## src/rtl/parking_pkg.sv

```systemverilog
// rtl/parking_pkg.sv - shared state type, lane codes and timer sizing for the parking lane arbiter
package parking_pkg;

  typedef enum logic [1:0] {IDLE, SCAN, GATE_OPEN, ERROR} state_e;

  localparam logic LANE_ENTRY = 1'b0;
  localparam logic LANE_EXIT  = 1'b1;

  // One shared timer serves both SCAN and GATE_OPEN, so size it for the longer window.
  function automatic int timer_width(input int scan_timeout, input int gate_timeout);
    int longest;
    longest = (scan_timeout > gate_timeout) ? scan_timeout : gate_timeout;
    return (longest > 1) ? $clog2(longest) : 1;
  endfunction

endpackage

```

## src/rtl/parking_occupancy_counter.sv

```systemverilog
// rtl/parking_occupancy_counter.sv - saturating up/down car counter with registered full flag
module parking_occupancy_counter #(
  parameter int CAPACITY = 64,
  parameter int CW       = $clog2(CAPACITY + 1)
) (
  input  logic          clk,
  input  logic          reset,
  input  logic          inc,
  input  logic          dec,
  output logic [CW-1:0] count,
  output logic          full
);

  logic [CW-1:0] count_q, count_d;
  logic          full_q, full_d;

  always_comb begin
    count_d = count_q;
    if (inc && !dec && (count_q < CW'(CAPACITY))) begin
      count_d = count_q + CW'(1);
    end else if (dec && !inc && (count_q != '0)) begin
      count_d = count_q - CW'(1);
    end
    full_d = (count_d == CW'(CAPACITY));
  end

  always_ff @(posedge clk) begin
    if (reset) begin
      count_q <= '0;
      full_q  <= 1'b0;
    end else begin
      count_q <= count_d;
      full_q  <= full_d;
    end
  end

  assign count = count_q;
  assign full  = full_q;

endmodule

```

## src/rtl/parking_lane_arbiter.sv

```systemverilog
// rtl/parking_lane_arbiter.sv - shares one RFID reader between entry and exit lanes and sequences the gates
module parking_lane_arbiter
  import parking_pkg::*;
#(
  parameter int CAPACITY     = 64,
  parameter int SCAN_TIMEOUT = 100,
  parameter int GATE_TIMEOUT = 500
) (
  input  logic                           clk,
  input  logic                           reset,
  input  logic                           car_detect_entry,
  input  logic                           car_detect_exit,
  input  logic                           rfid_valid,
  input  logic                           rfid_fail,
  input  logic                           entry_passed,
  input  logic                           exit_passed,
  output logic                           activate_rfid,
  output logic                           rfid_lane,
  output logic                           open_entry_gate,
  output logic                           open_exit_gate,
  output logic                           assert_error,
  output logic                           lot_full,
  output logic [$clog2(CAPACITY+1)-1:0]  occupancy
);

  localparam int TW = timer_width(SCAN_TIMEOUT, GATE_TIMEOUT);

  state_e        state_q, state_d;
  logic [TW-1:0] timer_q, timer_d;
  logic          pend_entry_q, pend_entry_d;
  logic          pend_exit_q, pend_exit_d;
  logic          last_grant_q, last_grant_d;
  logic          activate_rfid_q, activate_rfid_d;
  logic          rfid_lane_q, rfid_lane_d;
  logic          open_entry_gate_q, open_entry_gate_d;
  logic          open_exit_gate_q, open_exit_gate_d;
  logic          assert_error_q, assert_error_d;

  logic elig_entry, elig_exit, lane_passed, service_end;
  logic serving_entry, serving_exit;
  logic occ_inc, occ_dec, occ_full;

  assign elig_entry    = pend_entry_q && !occ_full;
  assign elig_exit     = pend_exit_q;
  assign serving_entry = (state_q != IDLE) && (last_grant_q == LANE_ENTRY);
  assign serving_exit  = (state_q != IDLE) && (last_grant_q == LANE_EXIT);
  assign lane_passed   = (last_grant_q == LANE_ENTRY) ? entry_passed : exit_passed;

  always_comb begin
    state_d      = state_q;
    timer_d      = timer_q;
    last_grant_d = last_grant_q;
    service_end  = 1'b0;
    occ_inc      = 1'b0;
    occ_dec      = 1'b0;
    case (state_q)
      IDLE: begin
        timer_d = '0;
        if (elig_entry && elig_exit) begin
          last_grant_d = ~last_grant_q;
          state_d      = SCAN;
        end else if (elig_entry) begin
          last_grant_d = LANE_ENTRY;
          state_d      = SCAN;
        end else if (elig_exit) begin
          last_grant_d = LANE_EXIT;
          state_d      = SCAN;
        end
      end
      SCAN: begin
        timer_d = timer_q + TW'(1);
        if (rfid_fail) begin
          state_d = ERROR;
        end else if (rfid_valid) begin
          state_d = GATE_OPEN;
          timer_d = '0;
        end else if (timer_q == TW'(SCAN_TIMEOUT - 1)) begin
          state_d = ERROR;
        end
      end
      GATE_OPEN: begin
        timer_d = timer_q + TW'(1);
        if (lane_passed) begin
          state_d     = IDLE;
          service_end = 1'b1;
          occ_inc     = (last_grant_q == LANE_ENTRY);
          occ_dec     = (last_grant_q == LANE_EXIT);
        end else if (timer_q == TW'(GATE_TIMEOUT - 1)) begin
          state_d = ERROR;
        end
      end
      ERROR: begin
        state_d     = IDLE;
        service_end = 1'b1;
      end
      default: state_d = IDLE;
    endcase

    // A lane's own detector is ignored while it is being served; its flag drops when service ends.
    pend_entry_d = pend_entry_q | (car_detect_entry & ~serving_entry);
    pend_exit_d  = pend_exit_q | (car_detect_exit & ~serving_exit);
    if (service_end && (last_grant_q == LANE_ENTRY)) pend_entry_d = 1'b0;
    if (service_end && (last_grant_q == LANE_EXIT))  pend_exit_d  = 1'b0;

    // Outputs are a registered decode of the current state, so they trail the state by one cycle.
    activate_rfid_d   = (state_q == SCAN);
    open_entry_gate_d = (state_q == GATE_OPEN) && (last_grant_q == LANE_ENTRY);
    open_exit_gate_d  = (state_q == GATE_OPEN) && (last_grant_q == LANE_EXIT);
    assert_error_d    = (state_q == ERROR);
    rfid_lane_d       = ((state_q == SCAN) || (state_q == GATE_OPEN)) ? last_grant_q : rfid_lane_q;
  end

  always_ff @(posedge clk) begin
    if (reset) begin
      state_q           <= IDLE;
      timer_q           <= '0;
      pend_entry_q      <= 1'b0;
      pend_exit_q       <= 1'b0;
      last_grant_q      <= LANE_EXIT;
      activate_rfid_q   <= 1'b0;
      rfid_lane_q       <= 1'b0;
      open_entry_gate_q <= 1'b0;
      open_exit_gate_q  <= 1'b0;
      assert_error_q    <= 1'b0;
    end else begin
      state_q           <= state_d;
      timer_q           <= timer_d;
      pend_entry_q      <= pend_entry_d;
      pend_exit_q       <= pend_exit_d;
      last_grant_q      <= last_grant_d;
      activate_rfid_q   <= activate_rfid_d;
      rfid_lane_q       <= rfid_lane_d;
      open_entry_gate_q <= open_entry_gate_d;
      open_exit_gate_q  <= open_exit_gate_d;
      assert_error_q    <= assert_error_d;
    end
  end

  parking_occupancy_counter #(
    .CAPACITY (CAPACITY)
  ) u_occupancy (
    .clk   (clk),
    .reset (reset),
    .inc   (occ_inc),
    .dec   (occ_dec),
    .count (occupancy),
    .full  (occ_full)
  );

  assign lot_full        = occ_full;
  assign activate_rfid   = activate_rfid_q;
  assign rfid_lane       = rfid_lane_q;
  assign open_entry_gate = open_entry_gate_q;
  assign open_exit_gate  = open_exit_gate_q;
  assign assert_error    = assert_error_q;

endmodule

```

## config.mk

```make
export PLATFORM = sky130hd
export DESIGN_NAME = parking_lane_arbiter
export DESIGN_NICKNAME = d
export VERILOG_FILES = /design/src/rtl/parking_pkg.sv /design/src/rtl/parking_occupancy_counter.sv /design/src/rtl/parking_lane_arbiter.sv
export SDC_FILE = /design/constraint.sdc
export NUM_CORES = 1
export LEC_CHECK = 0
export CELL_PAD_IN_SITES_DETAIL_PLACEMENT = 1
export CELL_PAD_IN_SITES_GLOBAL_PLACEMENT = 2
export CORE_ASPECT_RATIO = 1.5
export CORE_MARGIN = 2
export CORE_UTILIZATION = 29
export CTS_CLUSTER_DIAMETER = 100
export DETAILED_ROUTE_END_ITERATION = 7
export GPL_TIMING_DRIVEN = 0
export PLACE_DENSITY = 0.8
export SYNTH_ARGS = -nofsm -noshare
export SYNTH_HDL_FRONTEND = slang
export SYNTH_SLANG_ARGS = --single-unit
```

## constraint.sdc

```tcl
create_clock -name clk -period 1.8 [get_ports clk]
set_clock_uncertainty 0.05 [all_clocks]
set_input_delay 0.36 -clock clk [delete_from_list [all_inputs] [get_ports clk]]
set_output_delay 0.36 -clock clk [all_outputs]
set_load 0.01 [all_outputs]
```

== Word level (Yosys, flattened, before mapping) ==
Cells that the tools add are included.
Storage, ports and cells
  register bits: 27
  latch bits: 0
  bits in writable memories: 0
  bits in read-only memories: 0
  input port bits: 8
  output and inout port bits: 13
  word-level logic and storage cells: 81
  memories: 0
Operators by class
  $add $sub $neg: 3
  multiply operators: 0
  div/mod/pow operators: 0
  $lt $le $gt $ge: 1
  equal/unequal tests: 9
  shift operators: 0
  muxes and demuxes: 24
  bitwise gates (word level): 7
  reductions and logical operators: 25
Operators with widths (number)
  $pmux W9 S3: 1
  $mux W9: 2
  $mux W2: 8
  $mux W7: 2
  $logic_and A1 B1 Y1: 12
  $add A9 B1 Y9 const B: 1
  $eq A9 B7 Y1 const B: 1
  $eq A9 B9 Y1 const B: 1
  $mux W1: 9
  $pmux W2 S4: 1
  $add A7 B1 Y7 const B: 1
  $eq A7 B7 Y1 const B: 1
  $lt A7 B7 Y1 const B: 1
  $reduce_bool A7 Y1: 1
  $sub A7 B1 Y7 const B: 1
  $reduce_bool A3 Y1: 2
  $eq A2 B2 Y1 const B: 2
  $ne A4 B3 Y1 const B: 1
  $ne A4 B4 Y1 const B: 1
  $reduce_or A2 Y1: 2
  $logic_not A1 Y1: 3
  $ne A3 B3 Y1 const B: 1
  $not A1 Y1: 3
  $reduce_and A3 Y1: 1
  8 further kinds: 10

== Depth between registers and ports, before layout ==
Gate-level depths: netlist of run 1.
  depth in word-level cells: 9
  gate-level depth with buffers: 8

== Hierarchy ==
A second synthesis of run 1 with hierarchy kept.
Unflattened totals
  cell total of the unflattened synthesis: 167
  area, all modules: 1532.7 sq um
By module, submodules not included
  parking_lane_arbiter: times used 1, cells an instance 99, area an instance 959.7 sq um, seq. area each 380.4 sq um
  parking_occupancy_counter: times used 1, cells an instance 68, area an instance 573.0 sq um, seq. area each 160.2 sq um

== Least setup slack after synthesis of run 1 ==
No wires, ideal clock.
  path type: register -> register
  start: register u_occupancy.count_q[0], in the netlist u_occupancy.count[0]
  end: register u_occupancy.full_q, in the netlist u_occupancy.full
  setup time: 0.124 ns
  arrival: 1.649 ns
  data required time: 1.626 ns
  slack: -0.023 ns
  cell stages (with the launch flop): 8
  path buffers: 0
  period minus slack after synthesis: 1.823 ns
  path through: dfxtp_1 inv_1 ha_1 nor3b_2 a2111oi_0 a211oi_1 o21ai_1 nor4b_2
Between the ends
  word-level cells in the longest chain between the ends: 5
  elaborated cells between the ends (all ways): 9
RTL lines
  start, declared: RTL line parking_occupancy_counter.sv:14  | logic [CW-1:0] count_q, count_d;
  start signal, assigned: RTL line parking_occupancy_counter.sv:32  | count_q <= count_d;
  branches (longest 3 deep; another with $sub A7 B1 Y7)
  $mux W7 *: RTL line parking_occupancy_counter.sv:19  | if (inc && !dec && (count_q < CW'(CAPACITY))) begin
  $eq A7 B7 Y1 *: RTL line parking_occupancy_counter.sv:24  | full_d = (count_d == CW'(CAPACITY));
  end signal, assigned: RTL line parking_occupancy_counter.sv:33  | full_q <= full_d;
  end, declared: RTL line parking_occupancy_counter.sv:15  | logic full_q, full_d;
Mark *: on every way between the ends.
A chain may end at the register's enable or synchronous reset.

== Final worst setup path of run 1 ==
Same ends and word-level chain as after synthesis.

==> impl_results.md, run 1 <==
* Status: finished, violations left
* Failing checks: negative setup slack
* Power Density at between 800 and 900 nW/um^2
* R2R Setup Slk at -0.17 ns
* Crit-path max cell delay at roughly 0.37 ns
* Total track usage at 15.40%
* Via count at ~1400
* Top cell type's share of synthesized area at between 30% and 40%
* WS Path Type: register to register
* Dominant register cell in the synthesized netlist: dfxtp_1
* Die H at between 90 and 100 um
* Final WL at 4.185 mm
* Max reg flops at 9
* Vias in the first global route at about 1500
* Synthesized Nets at 191
* Fin util at 39.79%
* Distinct cells, synth at 55
* Share of post-route cells with drive strength above 1 at between 20% and 30%
* Nets at 224
* RSZ-0062 raised after global routing: yes
* Diodes inserted at 0
* Number of CTS-inserted buffers at 3
* Total grt overflow at 0
* Clk sinks at 27
* CP max stage cell: dfxtp_2
* Tmin final at slightly below 2 ns
* Placed Area at 1827 sq um
* I/O Pins at 21
* Setup crit end kind: register
* Area grow syn2layout at 32.95%
* Final Hold Violating Endpoints at 0
* Port bufs at 20
* Drt wl/cell at about 15 um
* CP required at around 1.9 ns
* Clock Path Buffers at 2
* FFs w/ async S/R, synth at 0%
* Cell area after layout at ~2000 sq um
* Clk Latency, worst-skew pair at about 0.28 ns
* Clock root cell: clkbuf_8
* Core area at slightly above 5000 sq um
* VDD IR max at between 0.3 and 0.4 mV
* Die area at roughly 5900 sq um
* Reg2Reg Depth at 6
* Synth warn at 0
* Largest net degree at the start of global routing at 17
* Pint at roughly 1.1 mW
* Worst setup margin at -0.1735 ns
* Max Fanout on Critical Path at 7
* Post-Synthesis Cells at 174
* Syn_area_per_cell at between 8 and 9 sq um
* Max Fclk at 506.7 MHz
* Synth area leader: dfxtp_1
* HPWL Detailed at between 3 and 4 mm
* Initial DRC Count at 24
* Synth top area cells: dfxtp_1 (35%), ha_1 (7.3%), nor2_1 (5.9%)
* Comb pwr share at between 30% and 40%
* Biggest register: timer_q
* Endpoints failing setup at 2
* Die Wd at between 60 and 70 um
* Seq pwr share at 42.2%
* Rel. slew slack at between 60% and 70%
* Critical path cell sequence: ha_1 > and4b_2 > a32o_1 > a311oi_2 > o21ai_2 > nor4b_2
* Worst Path Arrival at 2.10 ns
* Setup TNS at -0.1982 ns
* Hold WC Path Type: register to register
* Residual DRC at 0
* Final Max Tran Viols at 0
* Register area share after synthesis at 35.24%
* CP startpoint: u_occupancy.count[0]$_SDFF_PP0_
* Leakage power at ~0.72 nW
* Initial core utilization at ~30%
* Post-route clock period utilization at 109.6%
* Slew @ Worst Pin at 0.4721 ns
* CP startpoint kind: register
* Clock network power share at a little over a fifth
* Antenna-violating nets left at 0
* Sw frac at between 30% and 40%
* Post-synth EDFFs at 0
* Filler cell count at between 600 and 700
* RePlAce Congestion at around 0.95
* Synthesis-stage register bit count at 27
* FF-to-FF End: u_occupancy.full$_SDFF_PP0_
* Number of vias per cell at 5.142
* Initial antenna violation count at 0
* Sw power at roughly 0.6 mW
* Max H-tree Level at 1
* Worst setup path end: u_occupancy.full$_SDFF_PP0_
* CTS tree: yes
* CTS clk-pin slew, worst paths at about 0.1 ns
* FP Rows at 32
* Global-route wire length before repair at between 7 and 8 mm
* R2r startpoint: u_occupancy.count[0]$_SDFF_PP0_
* First-pass DRT Iterations at 4
* Synthesized cell area at between 1500 and 2000 sq um
* Max-cap violations at 0
cells in the final DEF (no fill, tap or decap), types with 2 or more instances in the layout:
master,count
nor3_1,9
nand3_1,6
dfxtp_1,17
a21o_1,2
a21oi_1,5
nand2_1,9
a31oi_1,2
clkdlybuf4s50_1,19
dfxtp_2,9
nor3b_2,2
buf_6,2
inv_1,4
o22ai_2,2
ha_1,7
o21ai_0,3
buf_4,9
inv_2,2
xor2_1,3
nor3_2,2
or2_2,2
and2_1,2
nand4_1,7
nor2b_1,4
nor2_1,24
xnor2_1,5
o21ai_2,2
mux2i_1,4
clkbuf_8,3
per-stage QoR:
step | total power [mW] | hold WS [ns] | cells | setup slack [ns]
after global routing | 1.859 | 0.4765 | 274 | -0.2559
final | 1.743 | 0.4389 | 274 | -0.1735
after global placement | 1.281 | 0.4391 | 262 | -0.6386
after floorplan | 1.111 | 0.3976 | 174 | 0.02135
after CTS | 1.742 | 0.4623 | 273 | -0.1408
after detailed placement | 1.286 | 0.4457 | 262 | -0.6334
what timing repair did:
item,4_1_cts,5_1_grt
setup buffers,7,1
hold buffers,0,0
endpoints found under the setup margin,14,22
pin swaps,7,2
gates resized for setup,27,6
cells by family after synthesis:
family | share of synthesized area, %
compound gates | 15.66
xor+xnor | 4.568
fa+ha+maj | 7.341
buf+inv | 3.915
flops | 35.24
mux | 2.610
simple gates | 30.67
how the worst min path moves through the flow:
stage,from,endpoint,slack [ns],depth (start not counted)
final,timer_q[1]$_SDFFE_PP0P_,timer_q[1]$_SDFFE_PP0P_,0.44,2
after global routing,timer_q[1]$_SDFFE_PP0P_,timer_q[1]$_SDFFE_PP0P_,0.48,2
after CTS,timer_q[1]$_SDFFE_PP0P_,timer_q[1]$_SDFFE_PP0P_,0.46,2
after detailed placement,timer_q[1]$_SDFFE_PP0P_,timer_q[1]$_SDFFE_PP0P_,0.45,2
after global placement,pend_entry_q$_SDFF_PP0_,pend_entry_q$_SDFF_PP0_,0.44,2
after floorplan,reset,open_entry_gate$_SDFF_PP0_,0.40,1
cell usage after synthesis (2+ instances only):
cell type,count
nor2b_1,4
nand3_1,6
nor3b_1,3
o21ai_0,3
a21oi_1,5
nor3_1,10
ha_1,9
nor2_1,24
nand4_1,7
xor2_1,3
dfxtp_1,27
a21boi_0,2
and2_1,2
o21bai_1,2
buf_6,2
a2111oi_0,2
a31oi_1,2
mux2i_1,4
a21o_1,2
or2_2,2
nand2_1,9
a211oi_1,2
xnor2_1,5
inv_1,6
area by class of cell:
class / count / area [sq um] / share of cell area [%]
flip-flops and latches: 27 / 555.5 / 27.24
inverters: 6 / 22.52 / 1.104
multi-input cells: 136 / 1030 / 50.49
well taps: 68 / 85.08 / 4.172
repair buffers: 28 / 259.0 / 12.70
plain buffers: 5 / 38.79 / 1.902
clock inverters: 1 / 7.507 / 0.3681
clock buffers: 3 / 41.29 / 2.025
metal layers:
layer / track usage [%] / routed length [um] / vias to the layer above
met5: 0 / 0 / -
met4: 6.159 / 105 / 0
met3: 2.046 / 109 / 8
met2: 29.21 / 2281 / 25
met1: 16.94 / 1689 / 681
li1: - / - / 695
power groups by stage:
stage / sequential, mW / clock, mW / combinational [mW]
floorplan: 0.733 / 0 / 0.378
global placement: 0.738 / 0 / 0.543
detailed placement: 0.738 / 0 / 0.548
CTS: 0.733 / 0.384 / 0.625
finish: 0.736 / 0.374 / 0.633
global route: 0.748 / 0.411 / 0.700
worst max-delay path: cells and delay by family, from the launching register on:
kind	cells	cell delay, ns
AOI/OAI and AO/OA	3	0.66
adders and majority gates	1	0.27
DFF	1	0.37
and+or+nand+nor	2	0.53
No activity file was read; power rests on OpenSTA's default activity.
==> inputs of run 2 (changes only) <==
- CTS_CLUSTER_DIAMETER: 100 -> not set
- SKIP_LAST_GASP: not set -> 1
==> results of run 2 <==
Same layout as run 1: the final DEF is identical, and so are final timing and power.
Main changes from that run: number of gates resized after CTS 27 -> 25
==> inputs of run 3 (changes only) <==
- CORE_UTILIZATION: 29 -> 31
- CTS_BUF_LIST: not set -> sky130_fd_sc_hd__clkbuf_2 sky130_fd_sc_hd__clkbuf_4 sky130_fd_sc_hd__clkbuf_8
- PLACE_DENSITY: 0.8 -> 0.85
==> run 3 against run 2 <==
Critical endpoint unchanged; highest routed layer unchanged; the run still ends with negative setup slack left; largest cell class unchanged; sequential share of layout area shrank 1.3 points; hold slack gained 0.016 ns; combinational power is essentially flat; worst setup slack lost 0.031 ns.
==> impl_results.md, run 3 (same netlist as run 1, synthesis figures left out) <==
* Status: finished, violations left
* Failing checks: negative setup slack
* CTS Hold Buffers Added at 0 (unchanged)
* Endpoints failing setup at 2 (unchanged)
* Power Density at 802.0 nW/um^2 (-6.1%)
* CP startpoint kind: register
* Placed Area at 1824 sq um (-0.14%)
* Die Wd at 61.44 um (-3.1%)
* Max reg flops at 9 (unchanged)
* RSZ-0062 raised after global routing: yes
* RePlAce Congestion at 0.9260 (-3.0%)
* Setup TNS at -0.2414 ns (-0.04320 ns)
* Setup crit end kind: register
* Pint at 1.144 mW (-0.24%)
* Fin util at 44.72% (+4.9 points)
* Sw frac at 33.66% (-0.52 points)
* Initial DRC Count at 58 (+140%)
* Number of vias per cell at 5.159 (+0.32%)
* Tmin final at 2.005 ns (+0.03136 ns)
* Nets at 229 (+2.2%)
* Sw power at 0.5806 mW (-2.5%)
* Via count at 1429 (+1.4%)
* CTS tree: yes
* Die area at 5539 sq um (-6.1%)
* Drt wl/cell at 15.84 um (+3.7%)
* Residual DRC at 0 (unchanged)
* Number of CTS-inserted buffers at 3 (unchanged)
* Rel. slew slack at 62.81% (-5.7 points)
* Clock root cell: clkbuf_8
* Worst Path Arrival at 2.13 ns (+0.03 ns)
* Share of post-route cells with drive strength above 1 at 32.23% (+5.5 points)
* Clock Path Buffers at 2 (unchanged)
* Global-route wire length before repair at 7.100 mm (-1.7%)
* Max-cap violations at 0 (unchanged)
* VDD IR max at 0.2707 mV (-14%)
* R2r startpoint: state_q[0]$_SDFFE_PP0P_
* Total track usage at 16.75% (+1.4 points)
* Hold_sp: timer_q[1]$_SDFFE_PP0P_
* Max Fclk at 498.8 MHz (-1.6%)
* Most frequent cells in the layout: nor2_1 (24), dfxtp_1 (19), clkdlybuf4s50_1 (19)
* Biggest register: timer_q
* Met1 wire length at 1.710 mm (+1.2%)
* Filler cell count at 579 (-8.8%)
* Clock network power share at 20.6% (-0.9 points)
* Leakage power at 0.7542 nW (+4.4%)
* Seq pwr share at 42.6% (+0.4 points)
* Met2 WL post-DR at 2.438 mm (+6.9%)
* Area grow syn2layout at 40.21%
* R2R Setup Slk at -0.20 ns (-0.03 ns)
* DP Worst Slack at -0.6458 ns (-0.01241 ns)
* Port bufs at 20 (unchanged)
* Final Max Tran Viols at 0 (unchanged)
* Final WL at 4.387 mm (+4.8%)
* Initial antenna violation count at 0 (unchanged)
* Hold WC Path Type: register to register
* Die H at 90.16 um (-3.1%)
* HPWL Detailed at 3.117 mm (+1.6%)
* Max H-tree Level at 1 (unchanged)
* Commonest non-fill, non-tap cell in the layout: nor2_1
* Antenna-violating nets left at 0 (unchanged)
* Min-Delay Endpoint: timer_q[1]$_SDFFE_PP0P_
* Clk Latency, worst-skew pair at 0.28 ns (about the same)
* FF-to-FF End: u_occupancy.full$_SDFF_PP0_
* Post-route clock period utilization at 111.4% (+1.7 points)
* CP required at 1.93 ns (about the same)
* I/O Pins at 21 (unchanged)
* Core area at 4810 sq um (-6.2%)
* Worst setup margin at -0.2048 ns (-0.03136 ns)
* Largest net degree at the start of global routing at 16 (-1)
* FP Rows at 31 (-3.1%)
* Top Metal Used: met4
* Hold path depth at 2 (unchanged)
* Slew @ Worst Pin at 0.5536 ns (+0.08159 ns)
* Total grt overflow at 0 (unchanged)
* Clk sinks at 27 (unchanged)
* Diodes inserted at 0 (unchanged)
* Max Fanout on Critical Path at 4 (-3)
* Vias in the first global route at 1484 (-0.20%)
* Final Hold Violating Endpoints at 0 (unchanged)
* CTS clk-pin slew, worst paths at 0.09 ns (about the same)
* Met3 routed WL at 79 um (-28%)
* Comb pwr share at 36.8% (+0.5 points)
* Initial core utilization at 31.89% (+2.0 points)
* WS Path Type: register to register
* First-pass DRT Iterations at 4 (unchanged)
* Reg2Reg Depth at 7 (+1)
* Cell area after layout at 2151 sq um (+5.5%)
run 3: cell types whose count changed in the layout (fill, tap and decap cells not counted), sizes merged:
cell / previous run / this run
clkinv: 0 / 1
clkinvlp: 1 / 0
buf: 11 / 16
run 3: routing by layer:
metal | up-vias | GRT usage [%]
met4 | 0 | 8.865
met2 | 24 | 29.26
met5 | - | 0
met1 | 685 | 18.81
li1 | 709 | -
met3 | 11 | 1.727
run 3: area by class of cell:
type | count | area [sq um] | share of cell area, %
clock inverter | 1 | 5.005 | 0.2327
timing repair buffer | 33 | 296.5 | 13.79
multi-input combinational | 136 | 1099 | 51.08
clock buffer | 3 | 41.29 | 1.920
tap | 66 | 82.58 | 3.839
inverter | 6 | 30.03 | 1.396
buffer | 5 | 38.79 | 1.803
sequential | 27 | 558.0 | 25.95
run 3: what timing repair did:
action / CTS / global route
setup buffers: 9 / 5
resized for setup: 28 / 21
pin swaps: 9 / 10
setup endpoints to repair: 12 / 24
endpoints found under the hold margin: 0 / 0
run 3: metrics by stage:
| stage | hold WS [ns] | instances | power (mW) |
|---|---|---|---|
| after global placement | 0.4415 | 260 | 1.275 |
| final | 0.4544 | 277 | 1.725 |
| after global routing | 0.4932 | 277 | 1.837 |
| after floorplan | 0.3976 | 174 | 1.111 |
| after CTS | 0.4635 | 273 | 1.714 |
| after detailed placement | 0.4483 | 260 | 1.281 |
run 3: worst max-delay path by stage:
| stage | to | cells past startpoint | startpoint | slack (ns) |
|---|---|---|---|---|
| after CTS | u_occupancy.full$_SDFF_PP0_ | 8 | u_occupancy.count[1]$_SDFF_PP0_ | -0.20 |
| final | u_occupancy.full$_SDFF_PP0_ | 7 | state_q[0]$_SDFFE_PP0P_ | -0.20 |
| after floorplan | u_occupancy.full$_SDFF_PP0_ | 7 | state_q[0]$_SDFFE_PP0P_ | 0.02 |
| after detailed placement | u_occupancy.full$_SDFF_PP0_ | 6 | entry_passed | -0.65 |
| after global routing | u_occupancy.full$_SDFF_PP0_ | 7 | u_occupancy.count[1]$_SDFF_PP0_ | -0.26 |
| after global placement | u_occupancy.full$_SDFF_PP0_ | 6 | entry_passed | -0.60 |
run 3: power groups by stage:
stage | logic (mW) | clock network [mW] | registers (mW)
2_1_floorplan | 0.378 | 0 | 0.733
4_1_cts | 0.615 | 0.370 | 0.730
3_5_place_dp | 0.542 | 0 | 0.739
6_report | 0.634 | 0.356 | 0.735
3_3_place_gp | 0.538 | 0 | 0.737
5_1_grt | 0.701 | 0.390 | 0.746
run 3: worst max-delay path: stages, from the launching register on:
cell and delay (ns):
dfxtp_4 0.38, inv_4 0.05, ha_4 0.15, and4bb_2 0.25, a32o_1 0.23, a311oi_2 0.34, o21ai_2 0.16, nor4b_4 0.30
